File: config.mk
export PLATFORM = sky130hd
export DESIGN_NAME = sbox_share_scheduler
export DESIGN_NICKNAME = d
export VERILOG_FILES = /design/src/rtl/aes_sbox_pkg.sv /design/src/rtl/sbox_tag_pipe.sv /design/src/rtl/sbox_share_scheduler.sv
export SDC_FILE = /design/constraint.sdc
export NUM_CORES = 1
export LEC_CHECK = 0
export ABC_CLOCK_PERIOD_IN_PS = 2100
export BUFFER_PORTS_ARGS = -buffer_cell sky130_fd_sc_hd__buf_4
export CAP_MARGIN = 20
export CORE_ASPECT_RATIO = 1.4
export CORE_MARGIN = 2
export CORE_UTILIZATION = 54
export DETAILED_ROUTE_END_ITERATION = 12
export PLACE_DENSITY = 0.8
export SKIP_LAST_GASP = 1
export SYNTH_ARGS = -nofsm -noshare
export SYNTH_HDL_FRONTEND = slang
export SYNTH_HIERARCHICAL = 1
export SYNTH_SLANG_ARGS = --single-unit
File: constraint.sdc
create_clock -name clk -period 2.1 [get_ports clk]
set_clock_uncertainty 0.2 [all_clocks]
set_input_delay 0.21 -clock clk [delete_from_list [all_inputs] [get_ports clk]]
set_output_delay 0.21 -clock clk [all_outputs]
set_load 0.02 [all_outputs]
File: src/rtl/aes_sbox_pkg.sv
// Shared types for the S-box bank scheduler: job owner, in-flight tag,
// scheduler state and column helpers for the 128-bit AES state.
package aes_sbox_pkg;

    localparam int unsigned NUM_COL = 4;

    typedef enum logic {
        OWN_KEY = 1'b0,
        OWN_DAT = 1'b1
    } owner_e;

    typedef struct packed {
        logic       valid;
        owner_e     owner;
        logic [1:0] col;
    } sbox_tag_t;

    typedef enum logic {
        IDLE      = 1'b0,
        DAT_ISSUE = 1'b1
    } sched_state_e;

    localparam sbox_tag_t TAG_NONE = '{valid: 1'b0, owner: OWN_KEY, col: 2'd0};

    // Column 0 lives in the most significant word of the state.
    function automatic logic [31:0] col_of(input logic [127:0] st, input logic [1:0] c);
        logic [31:0] w;
        case (c)
            2'd0:    w = st[127:96];
            2'd1:    w = st[95:64];
            2'd2:    w = st[63:32];
            default: w = st[31:0];
        endcase
        return w;
    endfunction

    function automatic logic [127:0] put_col(input logic [127:0] st, input logic [1:0] c,
                                             input logic [31:0] w);
        logic [127:0] r;
        r = st;
        case (c)
            2'd0:    r[127:96] = w;
            2'd1:    r[95:64]  = w;
            2'd2:    r[63:32]  = w;
            default: r[31:0]   = w;
        endcase
        return r;
    endfunction

endpackage

File: src/rtl/sbox_tag_pipe.sv
// Shift register of in-flight tags that tracks words through the S-box bank.
module sbox_tag_pipe
    import aes_sbox_pkg::*;
#(
    parameter int unsigned DEPTH = 2
) (
    input  logic      clk,
    input  logic      rst_n,
    input  sbox_tag_t tag_in,
    output sbox_tag_t tag_out,
    output logic      any_valid
);

    sbox_tag_t stage [DEPTH];

    // Advance every tag one stage per cycle; reset drops all in-flight tags.
    always_ff @(posedge clk or negedge rst_n) begin
        if (!rst_n) begin
            for (int unsigned i = 0; i < DEPTH; i++) begin
                stage[i] <= TAG_NONE;
            end
        end else begin
            stage[0] <= tag_in;
            for (int unsigned i = 1; i < DEPTH; i++) begin
                stage[i] <= stage[i-1];
            end
        end
    end

    // Any stage holding a live tag means a word is still inside the bank.
    always_comb begin
        any_valid = 1'b0;
        for (int unsigned i = 0; i < DEPTH; i++) begin
            any_valid = any_valid | stage[i].valid;
        end
    end

    assign tag_out = stage[DEPTH-1];

endmodule

File: src/rtl/sbox_share_scheduler.sv
// Time-shares the external four-lane S-box bank between SubWord (key) and
// SubBytes (data) jobs and routes each returning word to its owner.
module sbox_share_scheduler
    import aes_sbox_pkg::*;
#(
    parameter int unsigned SBOX_LAT = 2
) (
    input  logic         clk,
    input  logic         rst_n,
    input  logic         key_req_valid,
    input  logic [31:0]  key_req_word,
    output logic         key_req_ready,
    output logic         key_rsp_valid,
    output logic [31:0]  key_rsp_word,
    input  logic         dat_req_valid,
    input  logic [127:0] dat_req_state,
    output logic         dat_req_ready,
    output logic         dat_rsp_valid,
    output logic [127:0] dat_rsp_state,
    output logic         sbox_in_valid,
    output logic [31:0]  sbox_in,
    input  logic [31:0]  sbox_out,
    output logic         busy
);

    sched_state_e state;
    logic [1:0]   col;
    owner_e       last_grant;
    logic [127:0] hold;
    logic [127:0] collect;
    sbox_tag_t    issue_tag;
    sbox_tag_t    ret_tag;
    logic         pipe_busy;
    logic         grant_key;
    logic         grant_dat;

    // A lone requester wins; on a tie the path not served last time wins.
    always_comb begin
        grant_key = 1'b0;
        grant_dat = 1'b0;
        if (state == IDLE) begin
            if (key_req_valid && dat_req_valid) begin
                if (last_grant == OWN_DAT) grant_key = 1'b1;
                else                       grant_dat = 1'b1;
            end else if (key_req_valid) begin
                grant_key = 1'b1;
            end else if (dat_req_valid) begin
                grant_dat = 1'b1;
            end
        end
    end

    assign key_req_ready = grant_key;
    assign dat_req_ready = grant_dat;

    // Issue FSM: a key word goes out in one cycle, a data job holds the bank for four columns.
    always_ff @(posedge clk or negedge rst_n) begin
        if (!rst_n) begin
            state         <= IDLE;
            col           <= '0;
            last_grant    <= OWN_DAT;
            hold          <= '0;
            sbox_in       <= '0;
            sbox_in_valid <= 1'b0;
            issue_tag     <= TAG_NONE;
        end else begin
            sbox_in_valid <= 1'b0;
            issue_tag     <= TAG_NONE;
            case (state)
                IDLE: begin
                    if (grant_key) begin
                        sbox_in       <= key_req_word;
                        sbox_in_valid <= 1'b1;
                        issue_tag     <= '{valid: 1'b1, owner: OWN_KEY, col: 2'd0};
                        last_grant    <= OWN_KEY;
                    end else if (grant_dat) begin
                        hold          <= dat_req_state;
                        sbox_in       <= dat_req_state[127:96];
                        sbox_in_valid <= 1'b1;
                        issue_tag     <= '{valid: 1'b1, owner: OWN_DAT, col: 2'd0};
                        col           <= 2'd1;
                        last_grant    <= OWN_DAT;
                        state         <= DAT_ISSUE;
                    end
                end
                DAT_ISSUE: begin
                    sbox_in       <= col_of(hold, col);
                    sbox_in_valid <= 1'b1;
                    issue_tag     <= '{valid: 1'b1, owner: OWN_DAT, col: col};
                    col           <= col + 2'd1;
                    if (col == 2'd3) state <= IDLE;
                end
                default: state <= IDLE;
            endcase
        end
    end

    sbox_tag_pipe #(
        .DEPTH (SBOX_LAT)
    ) u_tag_pipe (
        .clk       (clk),
        .rst_n     (rst_n),
        .tag_in    (issue_tag),
        .tag_out   (ret_tag),
        .any_valid (pipe_busy)
    );

    // Return path: tag at the bank output decides who owns sbox_out this cycle.
    always_ff @(posedge clk or negedge rst_n) begin
        if (!rst_n) begin
            key_rsp_valid <= 1'b0;
            key_rsp_word  <= '0;
            dat_rsp_valid <= 1'b0;
            dat_rsp_state <= '0;
            collect       <= '0;
        end else begin
            key_rsp_valid <= 1'b0;
            dat_rsp_valid <= 1'b0;
            if (ret_tag.valid) begin
                if (ret_tag.owner == OWN_KEY) begin
                    key_rsp_word  <= sbox_out;
                    key_rsp_valid <= 1'b1;
                end else begin
                    collect <= put_col(collect, ret_tag.col, sbox_out);
                    // Column 3 is merged straight into the output so the pulse needs no extra cycle.
                    if (ret_tag.col == 2'd3) begin
                        dat_rsp_state <= put_col(collect, 2'd3, sbox_out);
                        dat_rsp_valid <= 1'b1;
                    end
                end
            end
        end
    end

    assign busy = (state != IDLE) | issue_tag.valid | pipe_busy;

endmodule
==> flow_summary.toml, run 1 <==
[run_status]
status = "complete, but fails checks"
violations = "negative setup slack"

[synthesis]
synth-compound-area-share_pct = 7.25
synth.avg_cell_area_um2 = 15.2
ys_seq_elements = 435
yosys_warnings = 6
synth_nets = 1334
synth_top_family_by_area = "multiplexers"
synth-simple-area-share_pct = 1.74
ys_seq_area_share_pct = 63.3
synth-adder-area-share_pct = 0.364
synth_xor_area_share_pct = 0
netlist_instances = 1133
synth.area.mux_share_pct = 24.9
netlist_area_um2 = 17200
synth_cell_types = 34

[grt]
grt_max_degree = 66
grt_pass1_vias = 14400
grt_usage_pct = 31.0
antenna_found_initial = 2
grt-ovfl-total = 0
grt_pass1_wl_mm = 80.3

[detailed_routing]
wl_met2_mm = 27.5
vias = 13100
vias_per_cell = 6.06
wl_met1_mm = 18.2
first_pass_iters = 4
finalWirelength_mm = 53.8
route.met3.wl_mm = 4.48
ant_nets = 0
first_iter_violations = 1274
top_layer = "met4"
drc = 0
wl_per_cell_um = 24.8

[sta]
layout_min_cycle_time_ns = 2.13
slew_viol_final = 0
tightest_slew_ns = 0.618
post-route-period-util_pct = 101
fmax_ghz = 0.470
slew_headroom_pct = 58.7
hold_violations = 0
rsz0062_at_grt = "yes"
setup_viol = 2
fin_ws_ns = -0.0272

[cts]
cts_root_buf = "clkbuf_16"
cts_tree = "yes"
clk_latency_ns = 0.54
clk_pin_slew_worst_paths_ns = 0.06
clock-sinks = 435
h-tree-depth = 2
numCtsBuffers = 41
clockBufferDepth = 3

[floorplan]
fp.dieW_um = 155
num_rows = 77
dieArea_um2 = 33300
initial_core_util_pct = 54.6
io_pins = 394
die_height_um = 215
coreArea_um2 = 31500

[final_layout]
final_cell_mix = "dfrtp_1 (432), buf_4 (424), mux2_2 (379)"
area_delta_synth_final_pct = 42.1
fin_util_pct = 77.6
drive_gt1_share_pct = 51.2
final_common_cell = "dfrtp_1"
nets = 1946
fillers = 1624

[worst_setup_path]
crit_chain = "dlygate4sd3_1 -> buf_4 -> nor2b_1 -> buf_4 -> nor3_4 -> buf_6"
path_max_fanout = 6
worst_setup_path_start_kind = "primary input"
crit-reg2reg-launch = "state"
crit_type = "primary input to primary output"
cp-end-kind = "primary output"
cp_slowest_cell = "dlygate4sd3_1"
cp_top_family = "buffers and inverters"
required_ns = 1.69
crit_buf_inv = 4
crit_arrival_ns = 1.72
worstSetupStartpoint = "dat_req_valid"
critPathMostFrequentCell = "buf_4"
critPathMaxStageDelay_ns = 0.57

[placed_design]
gp_congestion = 0.858
port_buffers = 393
hpwl_mm = 29.9
pre_cts_ws_ns = 0.139

[min_path]
hp-class = "primary input to async pin"

[pwr]
power_density_nw_per_um2 = 1630
vdd_drop_max_uv = 983
leakage_nw = 11.1

[job]
cap_violations = 0
[worst reg2reg max path, stage by stage, from the launching register on]
cell           delay (ns)
dfrtp_2              0.43
buf_4                0.21
nor3_2               0.26
buf_12               0.23
dlygate4sd3_1        0.61
inv_1                0.05
[synthesized netlist by cell type]
| master | n | area [um2] |
|---|---|---|
| nand2b_1 | 1 | 6.26 |
| mux2_2 | 379 | 4270 |
| a22o_1 | 26 | 228 |
| inv_1 | 8 | 30.0 |
| a21boi_4 | 1 | 18.8 |
| a21bo_2 | 1 | 10.0 |
| nand3_1 | 3 | 15.0 |
| o21ai_0 | 32 | 160 |
| dfrtp_1 | 434 | 10900 |
| buf_2 | 32 | 160 |
| nand4b_1 | 2 | 17.5 |
| ha_1 | 5 | 62.6 |
| inv_2 | 1 | 3.75 |
| o22ai_1 | 6 | 37.5 |
| and3_1 | 6 | 37.5 |
| nor3_1 | 3 | 15.0 |
| a32oi_1 | 26 | 228 |
| buf_4 | 7 | 52.6 |
| nor2_1 | 4 | 15.0 |
| nand2_2 | 1 | 6.26 |
| or2_1 | 1 | 6.26 |
| dfstp_2 | 1 | 26.3 |
| o32ai_1 | 6 | 52.6 |
| nand4_1 | 1 | 6.26 |
| nor2b_1 | 3 | 18.8 |
| or3_1 | 1 | 6.26 |
| clkbuf_1 | 34 | 128 |
| a22oi_1 | 6 | 45.0 |
| nor3_2 | 1 | 10.0 |
| mux2_1 | 2 | 22.5 |
| o221ai_1 | 26 | 228 |
| a211oi_1 | 32 | 240 |
| buf_6 | 4 | 45.0 |
| nand2_1 | 37 | 139 |
[through the flow]
step | std cells | cell area (um2) | hold slack [ns] | setup TNS, ns | total power, mW
after global placement | 1888 | 20900 | -0.0307 | 0 | 29.7
after CTS | 2159 | 24400 | 0.00238 | -0.0510 | 38.7
final | 2170 | 24500 | 0.000838 | -0.0288 | 39.7
after floorplan | 1133 | 17200 | -0.286 | 0 | 24.0
after detailed placement | 1888 | 20900 | -0.0276 | 0 | 30.4
after global routing | 2170 | 24500 | 0.0228 | -0.197 | 41.3
[where the power goes]
| group | internal [mW] | switching [mW] | total [mW] |
|---|---|---|---|
| sequential | 12.7 | 2.65 | 15.3 |
| clock | 4.71 | 3.17 | 7.88 |
| combinational | 8.27 | 8.28 | 16.5 |
| total | 25.6 | 14.1 | 39.7 |
[per-layer routing]
metal	global-route usage (%)	up-vias
li1	-	5418
met3	6.59	259
met5	0	-
met1	35.2	6575
met2	53.8	893
met4	18.1	0
[area by class of cell]
class                   count  area, um2  area share (%)
diodes                      2       5.00          0.0205
clock buffers              51       1100            4.51
clock inverters            20        307            1.25
inverters                   9       38.8           0.159
multi-input cells         612       5940            24.3
flip-flops and latches    435      10900            44.5
well taps                 395        494            2.02
repair buffers            646       5680            23.2
[timing repair]
action / in CTS / in global routing
pin swaps: 1 / 2
endpoints found under the setup margin: 3 / 13
setup buffers: 2 / 9
hold buffers: 196 / 0
resized for setup: 3 / 6
cloned: 2 / 0
hold endpoints to repair: 756 / 0
[worst paths after layout]
| check | endpoint | depth (start not counted) | slack [ns] |
|---|---|---|---|
| worst max register to register | issue_tag[3] | 5 | 0.01 |
| worst min register to register | u_tag_pipe/tag_out[0] | 0 | 0.15 |
| min in group clk | u_tag_pipe/tag_out[0] | 0 | 0.15 |
| worst max-delay path | key_req_ready | 6 | -0.03 |
| max in group asynchronous | dat_rsp_state[76] | 3 | 0.84 |
| worst min-delay path | dat_rsp_state[34] | 2 | 0.0008 |
[cell families (layout without fill, tap and decap cells)]
family                     after synthesis  in the layout
DFF                                    435            435
muxes                                  381            381
AOI/OAI and AO/OA                      162            162
buffers and inverters                   86            726
and+or+nand+nor                         64             64
adders and majority gates                5              5
other                                    0              2
[state kept, by name (all words and copies together), names as in the netlist]
register            flops
col                     2
collect                96
dat_rsp_state         128
dat_rsp_valid           1
hold                  128
issue_tag               4
key_rsp_valid           1
key_rsp_word           32
last_grant              1
sbox_in                32
sbox_in_valid           1
state                   1
u_tag_pipe/stage        4
u_tag_pipe/tag_out      4
No activity file was read; power rests on OpenSTA's default activity.
==> run 2, diff against run 1 <==
--- a/config.mk
+++ b/config.mk
@@ -8,7 +8,7 @@
 export ABC_CLOCK_PERIOD_IN_PS = 2100
 export BUFFER_PORTS_ARGS = -buffer_cell sky130_fd_sc_hd__buf_4
 export CAP_MARGIN = 20
-export CORE_ASPECT_RATIO = 1.4
+export CORE_ASPECT_RATIO = 1.5
 export CORE_MARGIN = 2
 export CORE_UTILIZATION = 54
 export DETAILED_ROUTE_END_ITERATION = 12
==> flow_summary.toml, run 2 (synthesis results as in run 1) <==
[floorplan]
die_height_um = 223
io_pins = 394
fp.dieW_um = 150
initial_core_util_pct = 54.4
num_rows = 80
coreArea_um2 = 31600
dieArea_um2 = 33300

[sta]
layout_min_cycle_time_ns = 2.21
hold_violations = 5
post-route-period-util_pct = 105
fin_tns_setup_ns = -0.188
fin_ws_ns = -0.112
rsz0062_at_grt = "yes"
tightest_slew_ns = 0.651
setup_viol = 3
slew_viol_final = 0
fmax_ghz = 0.452
hold_ws_ns = -0.0171
slew_headroom_pct = 56.1

[pwr]
combinationalPowerShare_pct = 42.4
sequentialPowerShare_pct = 38.7
vdd_drop_max_uv = 997
internal_power_mw = 25.3
power_density_nw_per_um2 = 1620
switching_share_pct = 36.1
leakage_nw = 11.1
netSwitchingPower_mw = 14.3
clkPwrFrac_pct = 18.9

[worst_setup_path]
crit_chain = "buf_12 -> buf_4 -> buf_4 -> nor3_2 -> buf_4 -> nand2_1 -> o221ai_1"
critPathMostFrequentCell = "buf_4"
worst_setup_path_start_kind = "flop"
cp-end-kind = "flop"
cp_slowest_cell = "dfrtp_2"
path_max_fanout = 19
crit_arrival_ns = 2.44
required_ns = 2.33
crit_type = "flop to flop"
critPathMaxStageDelay_ns = 0.44

[job]
cap_violations = 0

[final_layout]
drive_gt1_share_pct = 51.8
final-seq-area_um2 = 10900
final_common_cell = "dfrtp_1"
largestRegisters = "dat_rsp_state (128), hold (128), collect (96)"
fin_area_um2 = 24500
nets = 1951
fillers = 1699
multiInputGateArea_um2 = 5960
area_delta_synth_final_pct = 42.2
final_cell_mix = "dfrtp_1 (431), buf_4 (430), mux2_2 (379)"

[placed_design]
gp_congestion = 0.858
hpwl_mm = 29.9
port_buffers = 393
place_area_um2 = 20900
pre_cts_ws_ns = 0.130

[detailed_routing]
finalWirelength_mm = 54.4
vias = 13200
first_pass_iters = 5
vias_per_cell = 6.04
first_iter_violations = 934
wl_per_cell_um = 24.8
drc = 0
ant_nets = 0

[run_status]
status = "complete, but fails checks"
violations = "negative hold slack, negative setup slack"

[min_path]
hp-class = "primary input to async pin"

[cts]
clockBufferDepth = 3
cts_root_buf = "clkbuf_16"
clock-sinks = 435
numCtsBuffers = 41
cts_tree = "yes"
clk_latency_ns = 0.55
h-tree-depth = 2
clk_pin_slew_worst_paths_ns = 0.07

[grt]
grt_max_degree = 67
grt-ovfl-total = 0
grt_pass1_vias = 14500
grt_pass1_wl_mm = 81.0
antenna_found_initial = 1
grt_usage_pct = 31.7
## run 2: routing by layer
metal / wire length, um / share of wire [%] / GRT usage (%) / vias to the layer above
li1: - / - / - / 5404
met1: 18000 / 33 / 35.0 / 6625
met2: 28000 / 51 / 56.0 / 917
met3: 4930 / 9.1 / 6.98 / 281
met4: 3550 / 6.5 / 17.6 / 0
met5: 0 / 0 / 0 / -
## run 2: layout make-up
type / instances / share of cell area, %
Sequential cell: 435 / 44.5
Multi-Input combinational cell: 612 / 24.3
Timing Repair Buffer: 651 / 23.4
Clock buffer: 59 / 5.09
Tap cell: 410 / 2.10
Clock inverter: 14 / 0.419
Inverter: 9 / 0.159
Antenna cell: 1 / 0.0102
## run 2: worst paths after layout
path / cells after the start / startpoint / slack [ns] / to
setup / recovery: 7 / state / -0.11 / sbox_in[17]
min in group clk: 4 / key_req_valid / 0.06 / last_grant
setup reg to reg: 7 / state / -0.11 / sbox_in[17]
max in group asynchronous: 3 / rst_n / 0.92 / hold[108]
hold / removal: 2 / rst_n / -0.02 / dat_rsp_state[7]
hold reg to reg: 0 / u_tag_pipe/stage[6] / 0.15 / u_tag_pipe/tag_out[2]
## run 2: what timing repair did
action / CTS / global route
hold buffers: 195 / 0
gates resized for setup: 5 / 7
cloned: 2 / 0
setup endpoints to repair: 3 / 13
buffers inserted: 7 / 10
endpoints found under the hold margin: 756 / 0
## run 2: per-stage QoR
step	util (%)	power, mW	instances
floorplan	-	24.0	1133
global placement	66.1	29.7	1903
detailed placement	66.1	30.5	1903
CTS	77.0	38.6	2180
global route	77.3	41.2	2191
finish	77.3	39.6	2191
## run 2: critical path: cells and delay by family (launching register included)
family / cells / cell delay, ns
flip-flops: 1 / 0.44
buffers and inverters: 4 / 0.82
AND/OR/NAND/NOR: 2 / 0.45
AO/OA/AOI/OAI: 1 / 0.18
## run 2: power by group through the flow
| stage | Clock, mW | Sequential [mW] | Combinational, mW |
|---|---|---|---|
| after global routing | 7.90 | 15.7 | 17.6 |
| after global placement | 0 | 14.9 | 14.9 |
| after CTS | 7.48 | 15.1 | 16.1 |
| after floorplan | 0 | 16.7 | 7.29 |
| final | 7.48 | 15.3 | 16.8 |
| after detailed placement | 0 | 15.1 | 15.4 |
